**config.mk**
```make
export PLATFORM = sky130hd
export DESIGN_NAME = acc_seg_feeder_flat
export DESIGN_NICKNAME = d
export VERILOG_FILES = /design/src/rtl/acc_pkg.sv /design/src/rtl/acc_seg_feeder_if.sv /design/src/rtl/seg_fifo.sv /design/src/rtl/acc_seg_feeder.sv /design/src/flat_wrapper.sv
export SDC_FILE = /design/constraint.sdc
export NUM_CORES = 1
export LEC_CHECK = 0
export BUFFER_PORTS_ARGS = -buffer_cell sky130_fd_sc_hd__buf_4
export CAP_MARGIN = 25
export CORE_MARGIN = 2
export CORE_UTILIZATION = 55
export DETAILED_ROUTE_END_ITERATION = 12
export GPL_TIMING_DRIVEN = 0
export PLACE_DENSITY = 0.69
export RECOVER_POWER = 50
export SYNTH_ARGS = -nofsm -noshare
export SYNTH_HDL_FRONTEND = slang
export SYNTH_SLANG_ARGS = --single-unit
export TNS_END_PERCENT = 100
```
**constraint.sdc**
```tcl
create_clock -name clk -period 9.3 [get_ports clk]
set_input_delay 1.86 -clock clk [delete_from_list [all_inputs] [get_ports clk]]
set_output_delay 1.86 -clock clk [all_outputs]
set_load 0.01 [all_outputs]
```
**src/rtl/acc_pkg.sv**
```systemverilog
// Shared types for the acc segment feeder: segment record, FSM encoding, queue depth default.
package acc_pkg;

  localparam int DATA_W         = 32;
  localparam int DEPTH_LOG2_DEF = 4;

  typedef struct packed {
    logic [DATA_W-1:0] dt;
    logic [DATA_W-1:0] steps;
  } seg_t;

  localparam logic [1:0] ST_IDLE     = 2'd0;
  localparam logic [1:0] ST_RUN      = 2'd1;
  localparam logic [1:0] ST_UNDERRUN = 2'd2;
  localparam logic [1:0] ST_STOPPING = 2'd3;

  // A segment with a zero interval or zero step count would stall acc_step_gen.
  function automatic logic seg_ok(input seg_t s);
    return (s.dt != '0) && (s.steps != '0);
  endfunction

endpackage

```
**src/rtl/acc_seg_feeder_if.sv**
```systemverilog
// Host write bus plus acc_step_gen control/status bundle for the segment feeder.
interface acc_seg_feeder_if
  import acc_pkg::*;
#(
  parameter int DEPTH_LOG2 = DEPTH_LOG2_DEF
);
  logic              wr_stb;
  logic [DATA_W-1:0] wr_dt;
  logic [DATA_W-1:0] wr_steps;
  logic              start;
  logic              stop;
  logic              sg_done;
  logic              sg_abort;
  logic              sg_step_stb;
  logic [DATA_W-1:0] dt_val;
  logic [DATA_W-1:0] steps_val;
  logic              load;
  logic              set_dt_limit;
  logic              set_steps_limit;
  logic              reset_dt;
  logic              reset_steps;
  logic              full;
  logic [DEPTH_LOG2:0] level;
  logic              busy;
  logic              underrun;
  logic              aborted;
  logic              wr_err;
  logic [15:0]       seg_count;

  modport master (
    output wr_stb, wr_dt, wr_steps, start, stop, sg_done, sg_abort, sg_step_stb,
    input  dt_val, steps_val, load, set_dt_limit, set_steps_limit, reset_dt, reset_steps,
    input  full, level, busy, underrun, aborted, wr_err, seg_count
  );

  modport slave (
    input  wr_stb, wr_dt, wr_steps, start, stop, sg_done, sg_abort, sg_step_stb,
    output dt_val, steps_val, load, set_dt_limit, set_steps_limit, reset_dt, reset_steps,
    output full, level, busy, underrun, aborted, wr_err, seg_count
  );
endinterface

```
**src/rtl/seg_fifo.sv**
```systemverilog
// Single-clock show-ahead FIFO of segment records with synchronous flush.
module seg_fifo
  import acc_pkg::*;
#(
  parameter int DEPTH_LOG2 = DEPTH_LOG2_DEF
) (
  input  logic                clk,
  input  logic                rst,
  input  logic                push,
  input  logic                pop,
  input  logic                flush,
  input  seg_t                din,
  output seg_t                dout,
  output logic                full,
  output logic                empty,
  output logic [DEPTH_LOG2:0] level
);
  localparam int DEPTH = 1 << DEPTH_LOG2;

  seg_t                  mem [DEPTH];
  logic [DEPTH_LOG2-1:0] wr_ptr;
  logic [DEPTH_LOG2-1:0] rd_ptr;
  logic                  do_push;
  logic                  do_pop;

  assign full  = level[DEPTH_LOG2];
  assign empty = (level == '0);
  assign dout  = mem[rd_ptr];

  // A pop frees the slot the same cycle, so push-while-full is legal alongside it.
  assign do_pop  = pop && !empty;
  assign do_push = push && (!full || do_pop);

  always_ff @(posedge clk) begin
    if (rst || flush) begin
      wr_ptr <= '0;
      rd_ptr <= '0;
      level  <= '0;
    end else begin
      if (do_push) wr_ptr <= wr_ptr + 1'b1;
      if (do_pop)  rd_ptr <= rd_ptr + 1'b1;
      case ({do_push, do_pop})
        2'b10:   level <= level + 1'b1;
        2'b01:   level <= level - 1'b1;
        default: level <= level;
      endcase
    end
  end

  always_ff @(posedge clk) begin
    if (do_push && !flush) mem[wr_ptr] <= din;
  end

endmodule

```
**src/rtl/acc_seg_feeder.sv**
```systemverilog
// Segment sequencer: queues host segments and chains them into acc_step_gen via load strobes.
module acc_seg_feeder
  import acc_pkg::*;
#(
  parameter int DEPTH_LOG2 = DEPTH_LOG2_DEF
) (
  input  logic           clk,
  input  logic           reset,
  acc_seg_feeder_if.slave bus
);
  seg_t                fifo_din;
  seg_t                fifo_dout;
  logic                fifo_push;
  logic                fifo_pop;
  logic                fifo_flush;
  logic                fifo_full;
  logic                fifo_empty;
  logic [DEPTH_LOG2:0] fifo_level;

  logic [1:0]  state;
  logic [1:0]  state_n;
  logic        ld;
  logic        ld_zero;
  logic        ld_rdt;
  logic        do_clear;
  logic        set_under;
  logic        set_abort;
  logic        cnt_inc;
  logic        wr_rej;
  logic        has_seg;

  logic [DATA_W-1:0] dt_val;
  logic [DATA_W-1:0] steps_val;
  logic        load;
  logic        set_limits;
  logic        reset_dt;
  logic        busy;
  logic        underrun;
  logic        aborted;
  logic        wr_err;
  logic [15:0] seg_count;
  logic        unused_step_stb;

  assign unused_step_stb = bus.sg_step_stb;

  assign fifo_din.dt    = bus.wr_dt;
  assign fifo_din.steps = bus.wr_steps;
  assign has_seg        = !fifo_empty;

  // Writes coinciding with stop are swallowed by the flush without flagging an error.
  assign fifo_push = bus.wr_stb && seg_ok(fifo_din);
  assign wr_rej    = bus.wr_stb && !bus.stop &&
                     (!seg_ok(fifo_din) || (fifo_full && !fifo_pop));

  seg_fifo #(.DEPTH_LOG2(DEPTH_LOG2)) u_fifo (
    .clk   (clk),
    .rst   (reset),
    .push  (fifo_push),
    .pop   (fifo_pop),
    .flush (fifo_flush),
    .din   (fifo_din),
    .dout  (fifo_dout),
    .full  (fifo_full),
    .empty (fifo_empty),
    .level (fifo_level)
  );

  always_comb begin
    state_n    = state;
    fifo_pop   = 1'b0;
    fifo_flush = 1'b0;
    ld         = 1'b0;
    ld_zero    = 1'b0;
    ld_rdt     = 1'b0;
    do_clear   = 1'b0;
    set_under  = 1'b0;
    set_abort  = 1'b0;
    cnt_inc    = 1'b0;
    if (bus.stop) begin
      fifo_flush = 1'b1;
      ld         = 1'b1;
      ld_zero    = 1'b1;
      ld_rdt     = 1'b1;
      state_n    = ST_STOPPING;
    end else begin
      do_clear = bus.start;
      case (state)
        ST_IDLE: begin
          if (bus.start && has_seg) begin
            fifo_pop = 1'b1;
            ld       = 1'b1;
            ld_rdt   = 1'b1;
            state_n  = ST_RUN;
          end
        end
        ST_RUN: begin
          if (bus.sg_abort) begin
            set_abort = 1'b1;
            state_n   = ST_IDLE;
          end else if (bus.sg_done) begin
            cnt_inc = 1'b1;
            if (has_seg) begin
              fifo_pop = 1'b1;
              ld       = 1'b1;
            end else begin
              set_under = 1'b1;
              state_n   = ST_UNDERRUN;
            end
          end
        end
        ST_UNDERRUN: begin
          if (bus.sg_abort) begin
            set_abort = 1'b1;
            state_n   = ST_IDLE;
          end else if (has_seg) begin
            fifo_pop = 1'b1;
            ld       = 1'b1;
            state_n  = ST_RUN;
          end
        end
        default: state_n = ST_IDLE;
      endcase
    end
  end

  // Register stage: every status and strobe to acc_step_gen leaves from a flop.
  always_ff @(posedge clk) begin
    if (reset) begin
      state      <= ST_IDLE;
      busy       <= 1'b0;
      load       <= 1'b0;
      set_limits <= 1'b0;
      reset_dt   <= 1'b0;
      dt_val     <= '0;
      steps_val  <= '0;
      underrun   <= 1'b0;
      aborted    <= 1'b0;
      wr_err     <= 1'b0;
      seg_count  <= '0;
    end else begin
      state      <= state_n;
      busy       <= (state_n != ST_IDLE);
      load       <= ld;
      set_limits <= ld;
      reset_dt   <= ld_rdt;
      if (ld) begin
        dt_val    <= ld_zero ? '0 : fifo_dout.dt;
        steps_val <= ld_zero ? '0 : fifo_dout.steps;
      end
      underrun  <= do_clear ? 1'b0 : (underrun | set_under);
      aborted   <= do_clear ? 1'b0 : (aborted | set_abort);
      wr_err    <= (wr_err & !do_clear) | wr_rej;
      seg_count <= do_clear ? 16'd0 : (seg_count + {15'd0, cnt_inc});
    end
  end

  assign bus.dt_val          = dt_val;
  assign bus.steps_val       = steps_val;
  assign bus.load            = load;
  assign bus.set_dt_limit    = set_limits;
  assign bus.set_steps_limit = set_limits;
  assign bus.reset_dt        = reset_dt;
  assign bus.reset_steps     = set_limits;
  assign bus.full            = fifo_full;
  assign bus.level           = fifo_level;
  assign bus.busy            = busy;
  assign bus.underrun        = underrun;
  assign bus.aborted         = aborted;
  assign bus.wr_err          = wr_err;
  assign bus.seg_count       = seg_count;

endmodule

```
**src/flat_wrapper.sv**
```systemverilog
// flat-port wrapper written by rule: the top's interface ports become plain ports
module acc_seg_feeder_flat import acc_pkg::*;
#(
  parameter int DEPTH_LOG2 = DEPTH_LOG2_DEF
)
  (clk, reset, bus_wr_stb, bus_wr_dt, bus_wr_steps, bus_start, bus_stop, bus_sg_done, bus_sg_abort, bus_sg_step_stb, bus_dt_val, bus_steps_val, bus_load, bus_set_dt_limit, bus_set_steps_limit, bus_reset_dt, bus_reset_steps, bus_full, bus_level, bus_busy, bus_underrun, bus_aborted, bus_wr_err, bus_seg_count);
  acc_seg_feeder_if #(.DEPTH_LOG2(DEPTH_LOG2)) bus_i ();
  input  logic clk;
  input  logic reset;
  input wire logic [$bits(bus_i.wr_stb)-1:0] bus_wr_stb;
  input wire logic [$bits(bus_i.wr_dt)-1:0] bus_wr_dt;
  input wire logic [$bits(bus_i.wr_steps)-1:0] bus_wr_steps;
  input wire logic [$bits(bus_i.start)-1:0] bus_start;
  input wire logic [$bits(bus_i.stop)-1:0] bus_stop;
  input wire logic [$bits(bus_i.sg_done)-1:0] bus_sg_done;
  input wire logic [$bits(bus_i.sg_abort)-1:0] bus_sg_abort;
  input wire logic [$bits(bus_i.sg_step_stb)-1:0] bus_sg_step_stb;
  output wire logic [$bits(bus_i.dt_val)-1:0] bus_dt_val;
  output wire logic [$bits(bus_i.steps_val)-1:0] bus_steps_val;
  output wire logic [$bits(bus_i.load)-1:0] bus_load;
  output wire logic [$bits(bus_i.set_dt_limit)-1:0] bus_set_dt_limit;
  output wire logic [$bits(bus_i.set_steps_limit)-1:0] bus_set_steps_limit;
  output wire logic [$bits(bus_i.reset_dt)-1:0] bus_reset_dt;
  output wire logic [$bits(bus_i.reset_steps)-1:0] bus_reset_steps;
  output wire logic [$bits(bus_i.full)-1:0] bus_full;
  output wire logic [$bits(bus_i.level)-1:0] bus_level;
  output wire logic [$bits(bus_i.busy)-1:0] bus_busy;
  output wire logic [$bits(bus_i.underrun)-1:0] bus_underrun;
  output wire logic [$bits(bus_i.aborted)-1:0] bus_aborted;
  output wire logic [$bits(bus_i.wr_err)-1:0] bus_wr_err;
  output wire logic [$bits(bus_i.seg_count)-1:0] bus_seg_count;
  assign bus_i.wr_stb = bus_wr_stb;
  assign bus_i.wr_dt = bus_wr_dt;
  assign bus_i.wr_steps = bus_wr_steps;
  assign bus_i.start = bus_start;
  assign bus_i.stop = bus_stop;
  assign bus_i.sg_done = bus_sg_done;
  assign bus_i.sg_abort = bus_sg_abort;
  assign bus_i.sg_step_stb = bus_sg_step_stb;
  assign bus_dt_val = bus_i.dt_val;
  assign bus_steps_val = bus_i.steps_val;
  assign bus_load = bus_i.load;
  assign bus_set_dt_limit = bus_i.set_dt_limit;
  assign bus_set_steps_limit = bus_i.set_steps_limit;
  assign bus_reset_dt = bus_i.reset_dt;
  assign bus_reset_steps = bus_i.reset_steps;
  assign bus_full = bus_i.full;
  assign bus_level = bus_i.level;
  assign bus_busy = bus_i.busy;
  assign bus_underrun = bus_i.underrun;
  assign bus_aborted = bus_i.aborted;
  assign bus_wr_err = bus_i.wr_err;
  assign bus_seg_count = bus_i.seg_count;
  acc_seg_feeder #(.DEPTH_LOG2(DEPTH_LOG2)) u_core (.clk(clk), .reset(reset), .bus(bus_i));
endmodule
```
==> results.py <==
metrics = {
    "status": {
        "status": "completed",
    },
    "setup_path": {
        "start_kind": "primary input",
        "cp_max_fo": 17,
        "end_kind": "register",
        "critPathRequiredTime_ps": 9920,
        "worstPathArrival_ps": 6550,
        "critical_path_class": "primary input to register",
    },
    "logic_synthesis": {
        "synth_area_leaders": "edfxtp_1 71%, mux4_2 6.7%, mux2i_1 6.0%, dfxtp_1 4.9%, a221oi_1 1.8%",
        "syn_avg_cell_area_um2": 19.0,
        "yosysTopAreaCellShare_pct": 71.3,
        "synth_top_area_cell": "edfxtp_1",
        "yosysWarnings": 0,
        "synth-seq-cells": 1129,
        "syn_area_um2": 43100,
        "ys.flop_type": "edfxtp_1",
        "synth.distinct_cells": 55,
        "synth_nets": 2359,
        "synthArstFlopShare_pct": 0,
        "synth_edf_count": 1024,
        "synth_cells": 2271,
        "yosysSeqAreaShare_pct": 76.1,
    },
    "drt": {
        "first_pass_iters": 6,
        "drt-initial-drc-count": 2976,
        "ant_nets": 0,
        "wl_per_cell_um": 29.0,
        "num_vias": 23995,
        "routed_wl_um": 110000,
        "post-route-drc-count": 0,
        "via_per_inst": 6.32,
    },
    "cells_and_area": {
        "final_common_cell": "edfxtp_1",
        "drive_gt1_share_pct": 18.2,
        "layout_common_cells": "1,024 x edfxtp_1, 260 x mux2i_1, 240 x clkbuf_1",
        "final_core_util_pct": 65.2,
        "syn2layout_area_growth_pct": 17.2,
        "fin_cells": 3794,
        "nNetsFinal": 2741,
    },
    "floorplan": {
        "die_h_um": 284,
        "dieArea_um2": 80700,
        "die_w_um": 284,
        "ios": 167,
        "std_cell_rows": 102,
        "core_area_um2": 77600,
        "start_util_pct": 55.6,
    },
    "place": {
        "portBuffers": 163,
        "gp_congestion": 0.803,
        "dp_hpwl_um": 75100,
        "dp_cells": 3576,
    },
    "clock_tree": {
        "path_clk_slew_ps": 60,
        "cts_resized": 0,
        "h-tree-depth": 3,
        "clk_latency_ps": 690,
        "clkSinkCount": 1129,
        "clockRootBuffer": "clkbuf_16",
        "hold_buffers": 0,
        "cts-buffers-inserted": 113,
        "cts_tree": "built",
        "clk_path_buf_depth": 3,
        "cts_setup_buffers": 0,
    },
    "sta": {
        "skew_ps": 29.5,
        "fin_crit_ps": 5930,
        "slew_headroom_pct": 18.1,
        "rsz0062_at_grt": "false",
        "setup_viol": 0,
        "hold_viol": 0,
        "period_share_pct": 63.7,
        "tns_ps": 0,
        "maxSlewViolCount": 0,
        "fmax_ghz": 0.169,
        "worstMarginPinSlew_ps": 1230,
    },
    "grt": {
        "gr-usage-all-layers_pct": 27.1,
        "grt_pass1_wl_um": 160000,
        "grt_max_degree": 19,
        "first_global_vias": 24225,
        "grt-ovfl-total": 0,
        "antenna_found_initial": 6,
    },
    "job": {
        "cap_violations": 0,
    },
    "pwr": {
        "peakVddDrop_v": 0.000159,
        "pwr-share-clk_pct": 43.3,
        "p_switching_mw": 2.08,
        "leakage_nw": 15.8,
        "comb_power_share_pct": 2.6,
        "power_frac_seq_pct": 54.1,
        "fin_total_pwr_mw": 10.3,
        "swShare_pct": 20.3,
        "powerDensity_nw_per_um2": 203,
        "p_int_mw": 8.20,
    },
    "hold_path": {
        "min_path_type": "register to register",
    },
}
[through the flow]
stage	setup WS [ps]	instance area, um^2	hold WS, ps
after global routing	3280	50500	494
after detailed placement	3330	47400	463
after CTS	4020	51000	480
after global placement	-4950	45700	459
after floorplan	1310	43100	453
final	3370	50600	474
[layout make-up]
class	count	area (um^2)
Buffer	132	594
Clock inverter	48	465
Tap cell	1040	1300
Inverter	20	75.1
Antenna cell	2	5.00
Fill cell	5328	27000
Timing Repair Buffer	267	2360
Multi-Input combinational cell	990	9720
Sequential cell	1129	32900
Clock buffer	166	3180
[state kept, by name (all words and copies together) (netlist names), named ones only]
name	count
u_core.bus.wr_err	1
u_core.bus.seg_count	16
u_core.u_fifo.rd_ptr	4
u_core.bus.steps_val	32
u_core.bus.underrun	1
u_core.u_fifo.wr_ptr	4
u_core.bus.load	1
u_core.bus.dt_val	32
u_core.bus.busy	1
u_core.u_fifo.mem	1024
u_core.bus.aborted	1
u_core.state	2
u_core.u_fifo.level	5
u_core.bus.reset_dt	1
[routing by layer]
layer	global-route usage (%)	wire length (um)	part of all wire (%)	vias to the layer above
met3	5.22	9320	8.5	194
met4	8.55	2980	2.7	10
li1	-	-	-	10138
met2	44.5	53800	49	1193
met5	0	73	0.066	-
met1	36.9	43900	40	12460
[synthesized netlist by cell type, types with 6 or more instances]
cell / n
nor2b_1: 21
nor3_2: 9
nor4_1: 17
o21ai_0: 61
ha_1: 15
a21oi_1: 25
a221o_1: 42
nor3b_1: 8
nor3_1: 13
a32o_1: 17
nand2_1: 78
mux2i_1: 260
a221oi_1: 87
or3_1: 6
buf_4: 8
clkbuf_1: 61
dfxtp_1: 105
buf_2: 50
edfxtp_1: 1024
a22oi_1: 39
xor2_1: 7
nor2_1: 49
xnor2_1: 6
mux4_2: 128
inv_1: 18
buf_1: 12
nand3_1: 6
o21ai_1: 10
a22o_1: 47
[final timing paths]
check | startpoint | endpoint | depth (start not counted) | slack (ps)
worst max register to register | u_core.state[0] | u_core.u_fifo.level[4] | 14 | 5000
worst min-delay path | u_core.bus.steps_val[1] | u_core.bus.steps_val[1] | 1 | 470
worst min register to register | u_core.bus.steps_val[1] | u_core.bus.steps_val[1] | 1 | 470
worst max-delay path | bus_wr_steps[1] | u_core.u_fifo.level[4] | 13 | 3370
[power by group through the flow]
stage                     Clock, mW  Sequential (mW)  Combinational, mW
after global routing           4.69             5.56              0.282
after CTS                      4.50             5.56              0.279
after detailed placement          0             5.67              0.278
after floorplan                   0             5.67              0.113
final                          4.46             5.56              0.264
after global placement            0             5.67              0.256
[logic make-up after synthesis]
family	Yosys count	share of synthesized area [%]
compound gates	344	6.17
xor+xnor	13	0.264
fa+ha+maj	16	0.481
buf+inv	152	1.55
flops	1129	76.1
mux	388	12.7
simple gates	229	2.68
[critical path, stage by stage]
cell and delay, ps:
clkbuf_1 760, nor4_1 220, and4_1 370, a222oi_1 870, nand2_2 390, buf_6 290
ha_1 280, ha_1 330, nor2b_1 150, o21ai_0 240, a21oi_1 130, or4_1 470
a21oi_1 150
No activity file was read; power rests on OpenSTA's default activity.
